[src/rtl/hp_pkg.sv]
// Shared types and AXI constants for the HP burst sequencer.
// Used by hp_outstanding_ctr and hp_burst_sequencer.
package hp_pkg;

  typedef enum logic [1:0] {
    IDLE  = 2'd0,
    RUN   = 2'd1,
    DRAIN = 2'd2,
    DONE  = 2'd3
  } seq_state_t;

  localparam logic [1:0] AXI_BURST_INCR  = 2'b01;
  localparam int         BEATS_PER_BURST = 256;
  localparam int         BURST_BYTES     = 4096;
  localparam logic [2:0] AXI_SIZE_16B    = 3'd4;

  // AXI len is beats-1; the final beat index of a burst has the same value.
  localparam logic [7:0] AXI_LEN_LAST    = 8'(BEATS_PER_BURST - 1);
  localparam int         BURST_SHIFT     = $clog2(BURST_BYTES);

endpackage

[src/rtl/hp_outstanding_ctr.sv]
// Up/down counter of bursts issued but not yet completed.
// Simultaneous inc and dec leave the count unchanged; full flags the issue limit.
module hp_outstanding_ctr
  import hp_pkg::*;
#(
  parameter int MAX_OUTSTANDING = 4,
  localparam int CW = $clog2(MAX_OUTSTANDING + 1)
) (
  input  logic          clk,
  input  logic          rstn,
  input  logic          clr,
  input  logic          inc,
  input  logic          dec,
  output logic [CW-1:0] count,
  output logic          full
);

  // Track bursts in flight; a new sequence starts from zero.
  always_ff @(posedge clk or negedge rstn) begin
    if (!rstn) begin
      count <= '0;
    end else if (clr) begin
      count <= '0;
    end else if (inc && !dec) begin
      count <= count + CW'(1);
    end else if (dec && !inc) begin
      count <= count - CW'(1);
    end
  end

  assign full = (count == CW'(MAX_OUTSTANDING));

endmodule

[src/rtl/hp_burst_sequencer.sv]
// Issues 4KB INCR bursts over an address range on the HP AXI master port,
// either writing kernel beats or returning read beats to the kernel.
// Optional build macro: HP_BURST_SEQ_PERF_EN enables the busy-cycle counter.
module hp_burst_sequencer
  import hp_pkg::*;
#(
  parameter int HP_ADDR_WIDTH   = 48,
  parameter int HP_DATA_WIDTH   = 128,
  parameter int MAX_OUTSTANDING = 4
) (
  input  logic                       clk,
  input  logic                       rstn,
  input  logic                       start,
  input  logic                       clear,
  input  logic                       mode,
  input  logic [HP_ADDR_WIDTH-1:0]   start_addr,
  input  logic [HP_ADDR_WIDTH-1:0]   end_addr,
  output logic                       busy,
  output logic                       done,
  output logic                       err,
  input  logic [HP_DATA_WIDTH-1:0]   wd_data,
  input  logic                       wd_valid,
  output logic                       wd_ready,
  output logic [HP_DATA_WIDTH-1:0]   rd_data,
  output logic                       rd_valid,
  output logic [31:0]                perf_cycles,
  output logic [HP_ADDR_WIDTH-1:0]   hp_awaddr,
  output logic [7:0]                 hp_awlen,
  output logic [2:0]                 hp_awsize,
  output logic [1:0]                 hp_awburst,
  output logic                       hp_awvalid,
  input  logic                       hp_awready,
  output logic [HP_DATA_WIDTH-1:0]   hp_wdata,
  output logic [HP_DATA_WIDTH/8-1:0] hp_wstrb,
  output logic                       hp_wlast,
  output logic                       hp_wvalid,
  input  logic                       hp_wready,
  input  logic [1:0]                 hp_bresp,
  input  logic                       hp_bvalid,
  output logic                       hp_bready,
  output logic [HP_ADDR_WIDTH-1:0]   hp_araddr,
  output logic [7:0]                 hp_arlen,
  output logic [2:0]                 hp_arsize,
  output logic [1:0]                 hp_arburst,
  output logic                       hp_arvalid,
  input  logic                       hp_arready,
  input  logic [HP_DATA_WIDTH-1:0]   hp_rdata,
  input  logic [1:0]                 hp_rresp,
  input  logic                       hp_rlast,
  input  logic                       hp_rvalid,
  output logic                       hp_rready
);

  localparam int AW  = HP_ADDR_WIDTH;
  localparam int NBW = HP_ADDR_WIDTH - BURST_SHIFT;
  localparam int CW  = $clog2(MAX_OUTSTANDING + 1);

  seq_state_t     state_q, state_nxt;
  logic           mode_q;
  logic [AW-1:0]  addr_q;
  logic [NBW-1:0] left_q;
  logic [CW-1:0]  wcred_q;
  logic [7:0]     beat_q;
  logic           err_q;

  logic [NBW-1:0] nburst;
  logic           empty_rng, start_ok, issue_ok, w_ok;
  logic           aw_hs, ar_hs, a_hs, w_hs, wlast_hs, b_hs, r_hs, rl_hs;
  logic [CW-1:0]  ost_cnt;
  logic           ost_full, ost_dec, drain_fin, wcred_fin;

  assign busy = (state_q == RUN) || (state_q == DRAIN);
  assign done = (state_q == DONE);
  assign err  = err_q;

  // Burst count from the 4KB-aligned range; a zero-burst range completes at once.
  assign nburst    = end_addr[AW-1:BURST_SHIFT] - start_addr[AW-1:BURST_SHIFT];
  assign empty_rng = (end_addr <= start_addr) || (nburst == '0);
  assign start_ok  = start && ((state_q == IDLE) || (state_q == DONE));

  // Address channels: only the one matching the latched mode is ever driven.
  assign issue_ok   = (state_q == RUN) && (left_q != '0) && !ost_full;
  assign hp_awvalid = issue_ok && !mode_q;
  assign hp_arvalid = issue_ok && mode_q;
  assign hp_awaddr  = addr_q;
  assign hp_araddr  = addr_q;
  assign hp_awlen   = AXI_LEN_LAST;
  assign hp_arlen   = AXI_LEN_LAST;
  assign hp_awsize  = AXI_SIZE_16B;
  assign hp_arsize  = AXI_SIZE_16B;
  assign hp_awburst = AXI_BURST_INCR;
  assign hp_arburst = AXI_BURST_INCR;

  // W beats flow only against an accepted AW whose data is not yet fully sent.
  assign w_ok      = (wcred_q != '0);
  assign hp_wvalid = wd_valid && w_ok;
  assign wd_ready  = hp_wready && w_ok;
  assign hp_wdata  = wd_data;
  assign hp_wstrb  = '1;
  assign hp_wlast  = (beat_q == AXI_LEN_LAST);

  assign hp_bready = busy;
  assign hp_rready = busy;
  assign rd_data   = hp_rdata;
  assign rd_valid  = hp_rvalid && busy;

  assign aw_hs    = hp_awvalid && hp_awready;
  assign ar_hs    = hp_arvalid && hp_arready;
  assign a_hs     = aw_hs || ar_hs;
  assign w_hs     = hp_wvalid && hp_wready;
  assign wlast_hs = w_hs && hp_wlast;
  assign b_hs     = hp_bvalid && hp_bready;
  assign r_hs     = hp_rvalid && hp_rready;
  assign rl_hs    = r_hs && hp_rlast;
  assign ost_dec  = mode_q ? rl_hs : b_hs;

  hp_outstanding_ctr #(
    .MAX_OUTSTANDING (MAX_OUTSTANDING)
  ) u_ost (
    .clk   (clk),
    .rstn  (rstn),
    .clr   (start_ok),
    .inc   (a_hs),
    .dec   (ost_dec),
    .count (ost_cnt),
    .full  (ost_full)
  );

  // Drain finishes when the counts reach zero after this edge, so done rises
  // the cycle after the final response handshake.
  assign wcred_fin = (wcred_q == '0) || ((wcred_q == CW'(1)) && wlast_hs);
  assign drain_fin = ((ost_cnt == '0) || ((ost_cnt == CW'(1)) && ost_dec)) &&
                     (mode_q || wcred_fin);

  // Sequence state transitions.
  always_comb begin
    state_nxt = state_q;
    case (state_q)
      IDLE:    if (start_ok) state_nxt = empty_rng ? DONE : RUN;
      RUN:     if (a_hs && (left_q == NBW'(1))) state_nxt = DRAIN;
      DRAIN:   if (drain_fin) state_nxt = DONE;
      DONE: begin
        if (start_ok)   state_nxt = empty_rng ? DONE : RUN;
        else if (clear) state_nxt = IDLE;
      end
      default: state_nxt = IDLE;
    endcase
  end

  // State register.
  always_ff @(posedge clk or negedge rstn) begin
    if (!rstn) state_q <= IDLE;
    else       state_q <= state_nxt;
  end

  // Sequence context: latched at start, address advances per accepted burst.
  always_ff @(posedge clk or negedge rstn) begin
    if (!rstn) begin
      mode_q <= 1'b0;
      addr_q <= '0;
      left_q <= '0;
    end else if (start_ok) begin
      mode_q <= mode;
      addr_q <= start_addr;
      left_q <= empty_rng ? '0 : nburst;
    end else if (a_hs) begin
      addr_q <= addr_q + AW'(BURST_BYTES);
      left_q <= left_q - NBW'(1);
    end
  end

  // W bookkeeping: credits of AW-accepted bursts and the beat index within a burst.
  always_ff @(posedge clk or negedge rstn) begin
    if (!rstn) begin
      wcred_q <= '0;
      beat_q  <= '0;
    end else if (start_ok) begin
      wcred_q <= '0;
      beat_q  <= '0;
    end else begin
      if (aw_hs && !wlast_hs)      wcred_q <= wcred_q + CW'(1);
      else if (wlast_hs && !aw_hs) wcred_q <= wcred_q - CW'(1);
      if (w_hs) beat_q <= beat_q + 8'd1;
    end
  end

  // Sticky error on any non-OKAY response within the current sequence.
  always_ff @(posedge clk or negedge rstn) begin
    if (!rstn) begin
      err_q <= 1'b0;
    end else if (start_ok || (done && clear)) begin
      err_q <= 1'b0;
    end else if ((b_hs && (hp_bresp != 2'b00)) || (r_hs && (hp_rresp != 2'b00))) begin
      err_q <= 1'b1;
    end
  end

`ifdef HP_BURST_SEQ_PERF_EN
  logic [31:0] perf_q;

  // Busy-cycle counter: restarts with each sequence, saturates, holds once done.
  always_ff @(posedge clk or negedge rstn) begin
    if (!rstn) begin
      perf_q <= '0;
    end else if (start_ok) begin
      perf_q <= '0;
    end else if (busy && (perf_q != 32'hFFFF_FFFF)) begin
      perf_q <= perf_q + 32'd1;
    end
  end

  assign perf_cycles = perf_q;
`else
  assign perf_cycles = '0;
`endif

endmodule
[config.mk]
export PLATFORM = sky130hd
export DESIGN_NAME = hp_burst_sequencer
export DESIGN_NICKNAME = d
export VERILOG_FILES = /design/src/rtl/hp_pkg.sv /design/src/rtl/hp_outstanding_ctr.sv /design/src/rtl/hp_burst_sequencer.sv
export SDC_FILE = /design/constraint.sdc
export NUM_CORES = 1
export LEC_CHECK = 0
export ABC_AREA = 0
export ABC_CLOCK_PERIOD_IN_PS = 8600
export BUFFER_PORTS_ARGS = -buffer_cell sky130_fd_sc_hd__buf_2
export CAP_MARGIN = 20
export CORE_AREA = 2 2 314 316
export DETAILED_ROUTE_END_ITERATION = 8
export DIE_AREA = 0 0 316 318
export PLACE_DENSITY = 0.37
export RECOVER_POWER = 100
export REMOVE_ABC_BUFFERS = 1
export SYNTH_ARGS = -nofsm -noshare
export SYNTH_HDL_FRONTEND = slang
export SYNTH_SLANG_ARGS = --single-unit
[constraint.sdc]
create_clock -name clk -period 8.6 [get_ports clk]
set_input_delay 1.72 -clock clk [delete_from_list [all_inputs] [get_ports clk]]
set_output_delay 1.72 -clock clk [all_outputs]
set_load 0.03 [all_outputs]
==> After elaboration in Yosys (flattened, before gate mapping) <==
Index checks and enable logic that the tools add are counted.
{ "word_totals": {"register_bits": 102, "wordCells": 106} }
{ "op_classes": {"n_mux": 23, "n_reduce_logical": 54, "eq_ne": 12, "addsub": 8, "order_cmp": 1} }
{ "op_table": {"columns": ["operator", "n"], "rows": [
  ["two-way mux 36 bit", 3],
  ["two-way mux 48 bit", 2],
  ["adder 48 x 13 -> 48 bit, second input constant", 1],
  ["less-or-equal comparator 48 bit", 1],
  ["== test 36 x 1 -> 1 bit, second input constant", 1],
  ["zero test 36 bit", 1],
  ["nonzero test 36 bit", 1],
  ["subtractor 36 x 1 -> 36 bit, second input constant", 1],
  ["subtractor 36 bit", 1],
  ["logical AND 1 bit", 25],
  ["two-way mux 3 bit", 6],
  ["two-way mux 8 bit", 2],
  ["two-way mux 2 bit", 6],
  ["nonzero test 2 bit", 5],
  ["logical OR 1 bit", 9],
  ["nonzero test 3 bit", 3],
  ["adder 8 x 1 -> 8 bit, second input constant", 1],
  ["== test 8 bit, second input constant", 1],
  ["one-hot mux 2 bit (4 select lines)", 1],
  ["adder 3 x 1 -> 3 bit, second input constant", 2],
  ["== test 3 x 1 -> 1 bit, second input constant", 2],
  ["zero test 1 bit", 6],
  ["zero test 3 bit", 2],
  ["subtractor 3 x 1 -> 3 bit, second input constant", 2],
  ["other kinds (9)", 13]
]} }

==> Logic depth before layout (Yosys ltp) <==
{ "depth": {"word_depth": 11, "ltp_mapped": 13, "ltp_nobuf": 13} }

==> Hierarchy <==
Synthesis repeated with hierarchy kept, for this count alone.
{ "hier_totals": {"hier_cells": 1480, "hier_area_um2": 11642.4} }
{ "by_module_without_submodules": {"columns": ["module", "area_each_um2", "cells_per_inst", "seq_area_each_um2", "instances"], "rows": [
  ["hp_burst_sequencer", 11442.2, 1462, 2477.4, 1],
  ["hp_outstanding_ctr", 200.2, 18, 75.1, 1]
]} }

==> Least setup slack after synthesis <==
OpenSTA, ideal clock, no wires.
{ "synth_path": {"path_type": "input port to flip-flop", "start": "input port start_addr[17]", "end": "register state_q[1]", "setup_ns": 0.092, "required_ns": 8.508, "arrival_ns": 4.799, "stages": 13, "path_slack_ns": 3.709, "path_buffers": 1, "cell_sequence": "inv_1 -> ha_1 -> clkbuf_1 -> nand4_1 -> or4b_1 -> o211ai_1 -> o2bb2ai_1 -> a31oi_1 -> xnor2_1 -> or4_1 -> nor4_1 -> or4b_1 -> o31ai_2"} }
{ "synth_via": {"elab_chain_len": 6, "word_cells_on_any_way": 8, "classes_between": "add/sub: 1; order compare: 1; mux: 4; reduce/logical: 2"} }
{ "synth_lines": {"columns": ["element", "line_no", "source"], "rows": [
  ["start, declared", "hp_burst_sequencer.sv:16", "input logic [HP_ADDR_WIDTH-1:0] start_addr,"],
  ["subtractor 36 bit", "hp_burst_sequencer.sv:77", "assign nburst = end_addr[AW-1:BURST_SHIFT] - start_addr[AW-1:BURST_SHIFT];"],
  ["zero test 36 bit", "hp_burst_sequencer.sv:78", "assign empty_rng = (end_addr <= start_addr) || (nburst == '0);"],
  ["logical OR 1 bit (*)", "hp_burst_sequencer.sv:78", null],
  ["two-way mux 2 bit (*)", "hp_burst_sequencer.sv:139, hp_burst_sequencer.sv:143", null],
  ["two-way mux 2 bit (on tied branches)", "hp_burst_sequencer.sv:143, hp_burst_sequencer.sv:139", null],
  ["one-hot mux 2 bit (4 select lines) (*)", "hp_burst_sequencer.sv:138", "case (state_q)"],
  ["end signal, assigned", "hp_burst_sequencer.sv:153", "else state_q <= state_nxt;"],
  ["end, declared", "hp_burst_sequencer.sv:58", "seq_state_t state_q, state_nxt;"]
]} }
Every way passes the cells marked *; elsewhere a longest branch is shown, timed or not. The select of a mux whose other input is x is not followed.
A chain may end at the register's enable or synchronous reset.

==> Worst setup path after layout <==
{ "layout_path": {"start": "input port start_addr[28]", "end": "register left_q[28]"} }
{ "layout_via": {"elab_chain_len": 5, "word_cells_on_any_way": 6, "classes_between": "add/sub: 1; order compare: 1; mux: 2; reduce/logical: 2"} }
{ "layout_lines": {"columns": ["element", "line_no", "source"], "rows": [
  ["subtractor 36 bit", "hp_burst_sequencer.sv:77", null],
  ["zero test 36 bit", "hp_burst_sequencer.sv:78", null],
  ["logical OR 1 bit", "hp_burst_sequencer.sv:78", null],
  ["two-way mux 36 bit (*)", "hp_burst_sequencer.sv:165", "left_q <= empty_rng ? '0 : nburst;"],
  ["two-way mux 36 bit (*)", "hp_burst_sequencer.sv:162", "end else if (start_ok) begin"],
  ["end signal, assigned", "hp_burst_sequencer.sv:165", null],
  ["end signal, assigned", "hp_burst_sequencer.sv:168", "left_q <= left_q - NBW'(1);"],
  ["end, declared", "hp_burst_sequencer.sv:61", "logic [NBW-1:0] left_q;"]
]} }
Every way passes the cells marked *; elsewhere a longest branch is shown, timed or not.

==> reports/results.ini <==
[status]
outcome=finished, violations left
violations=max-capacitance violations, max-slew violations

[logic_synthesis]
synthSimpleGateAreaFrac_pct=16.4
ys_ff_latch=102
syn_inst=1420
synth-async-reset-ratio_pct=100
synth_top_area_cell=buf_4
synthMuxAreaShare_pct=0.280
synthAdderAreaFrac_pct=7.85
syn_avg_cell_area_um2=7.86
yosysSeqAreaShare_pct=22.9
synthXorXnorAreaFrac_pct=8.55
synth_compound_area_share_pct=14.3
synth_top_area_share_pct=25.7
synth_edf_count=0
yosysWarningCount=0
syn_area_um2=11200
yosysUniqueCellTypes=71
dominantRegCellSynth=dfrtp_1
synth_area_leaders=buf_4, dfrtp_1, ha_1
synth_top_family_by_area=buffers and inverters

[clock_network]
cts_resized=0
clk_path_buf_depth=2
cts_tree=yes
cts.sinks=102
postCtsSetupRepairBufs=0
cts_buffers=9
clk_pin_slew_worst_paths_ps=80
cts_root_buffer=clkbuf_16
clock_latency_ps=400
holdBufCountCts=0
h-tree-depth=3

[timing]
tightest_slew_ps=3440
setup_viol=0
rsz0062_at_grt=false
fin_crit_sh_pct=64.9
worst_slack_ps=3020
slew_viol_final=179
finalSetupTns_ps=0
fin_skew_ps=13.7
max_freq_mhz=179
worst_hold_slack_ps=523
period_needed_ps=5580
relSlewSlack_pct=-129
finalHoldViolations=0

[setup_path]
cp-end-kind=flop
regToRegEndpoint=state_q[1]$_DFFE_PN0P_
cpPeakStageDelay_ps=1210
r2r_cells=13
cp.arrival_ps=5900
slowest_stage=clkbuf_1
required_ps=8910
reg2reg_from=state_q[1]$_DFFE_PN0P_
worstPathMaxFanout=35
r2r_slack_ps=4250
critical_path_class=input port to flop
crit_path_cell_trace=clkbuf_1, inv_1, ha_1, nand4_1, nor3_1, and4_1, nand2_1, a21oi_2, clkbuf_1, or4b_2, o21ai_0
crit_top_cell=clkbuf_1
start_kind=input port

[route]
totalWireLength_um=132000
viasPerCell=3.62
vias=9442
dr.pass1.iters=5
drc=0
first_iter_violations=606
wire_per_inst_um=50.8
detail-route-antenna-nets=0

[pwr]
ir_worst_vdd_mv=0.137
cellPowerDensity_nw_per_um2=285
cellLeakagePower_uw=0.00451

[finish]
drive_gt1_share_pct=10.6
syn2layout_area_growth_pct=1.30
ff_latch_area_um2=2550
n_fill_cell=11400
fin_nets=1740
final-instance-count-excl-fill=2605
multi_input_area_um2=5560
final_common_cell=nand2_1
final_cell_mix=nand2_1, clkbuf_1, buf_2, o21ai_0, dfrtp_1

[grt]
grt_overflow=0
grt_pass1_wl_um=152000
antenna_found_initial=34
grt_max_degree=77
grt_pass1_vias=8758
grt_use_total_pct=25.7

[placed_design]
dp_hpwl_um=125000
dp_worst_setup_slack_ps=3120
portBuffers=218
placed_cells=2581
gp_congestion=1.13

[min_path]
hold_path.class=flop to flop
whs_endpoint=hp_araddr[5]$_DFFE_PN0P_
hold_depth=2
hold_start=hp_araddr[5]$_DFFE_PN0P_

[floorplan]
rows=115
start_util_pct=11.5
fp.coreArea_um2=97400
die-height_um=318
dieArea_um2=100000
die-width_um=316
io_pins=805

[job]
max_cap_violations=4

==> cell usage after synthesis, types with 4 or more instances <==
master	number
buf_4	382
nand2_1	133
dfrtp_1	102
o21ai_0	77
inv_1	73
ha_1	66
a21oi_1	65
nor2_1	58
xor2_1	57
xnor2_1	52
nand3_1	44
clkbuf_1	35
o21ai_1	31
nand4_1	26
nor3_1	24
nor4_1	17
and3_1	16
a21o_1	15
and2_1	10
a31oi_1	9
or3_1	8
o21a_1	7
a211oi_1	6
and4_1	6
or4_1	6
a221oi_1	5
buf_2	5
nand2b_1	5
o21bai_1	5
nor2b_1	4
nor3b_1	4
o211ai_1	4
o31ai_1	4
==> layer usage <==
layer	up-vias	share of wire [%]	global-route usage, %
met1	4167	16	11.5
met5	-	0.69	6.00
met3	127	30	36.0
met2	990	48	44.3
met4	34	5.0	10.7
li1	4124	-	-
==> power breakdown <==
part           total [µW]  leakage [µW]  switching [µW]  internal (µW)
logic                1820       0.00307            1320            500
registers             947       0.00129             261            686
clock network         462      0.000141             230            232
total                3230       0.00451            1810           1420
==> cells by family (layout without fill, tap and decap cells) <==
kind of cell    after synthesis  in the layout
mux                           3              3
flops                       102            102
simple gates                373            373
other cells                   2             83
compound gates              263            263
xor+xnor                    109            109
fa+ha+maj                    70             70
buf+inv                     498            315
==> per-stage QoR <==
step	cell area (µm²)	utilization (%)	power [µW]
after floorplan	8390	-	2210
after global placement	11200	11.5	2870
after detailed placement	11200	11.5	2880
after CTS	11500	11.8	3360
after global routing	11300	11.6	3480
final	11300	11.6	3230
==> worst max-delay path, delay by kind of cell <==
| kind | cells | cell delay (ps) |
|---|---|---|
| buf+inv | 3 | 1350 |
| compound gates | 2 | 260 |
| fa+ha+maj | 1 | 470 |
| simple gates | 5 | 2090 |
==> worst max path at each step <==
stage / start / to / slack, ps
2_1_floorplan: start / state_q[1]$_DFFE_PN0P_ / 570
3_3_place_gp: start_addr[12] / state_q[1]$_DFFE_PN0P_ / 3090
3_5_place_dp: start_addr[12] / state_q[1]$_DFFE_PN0P_ / 3120
4_1_cts: start_addr[12] / state_q[1]$_DFFE_PN0P_ / 3530
5_1_grt: rstn / hp_araddr[3]$_DFFE_PN0P_ / 2270
6_report: start_addr[28] / left_q[28]$_DFFE_PN0P_ / 3020
==> registers in the layout, summed over array words and instances, names as in the netlist <==
name / cells
hp_araddr: 48
err: 1
wcred_q: 3
beat_q: 8
state_q: 2
mode_q: 1
left_q: 36
u_ost.count: 3
==> area by class of cell <==
class	count	area share (%)
Tap cell	1287	14.2
Inverter	73	2.42
Sequential cell	102	22.6
Timing Repair Buffer	227	8.83
Clock buffer	11	2.15
Multi-Input combinational cell	892	49.2
Antenna cell	9	0.199
Clock inverter	4	0.420
No activity file was read; power rests on OpenSTA's default activity.
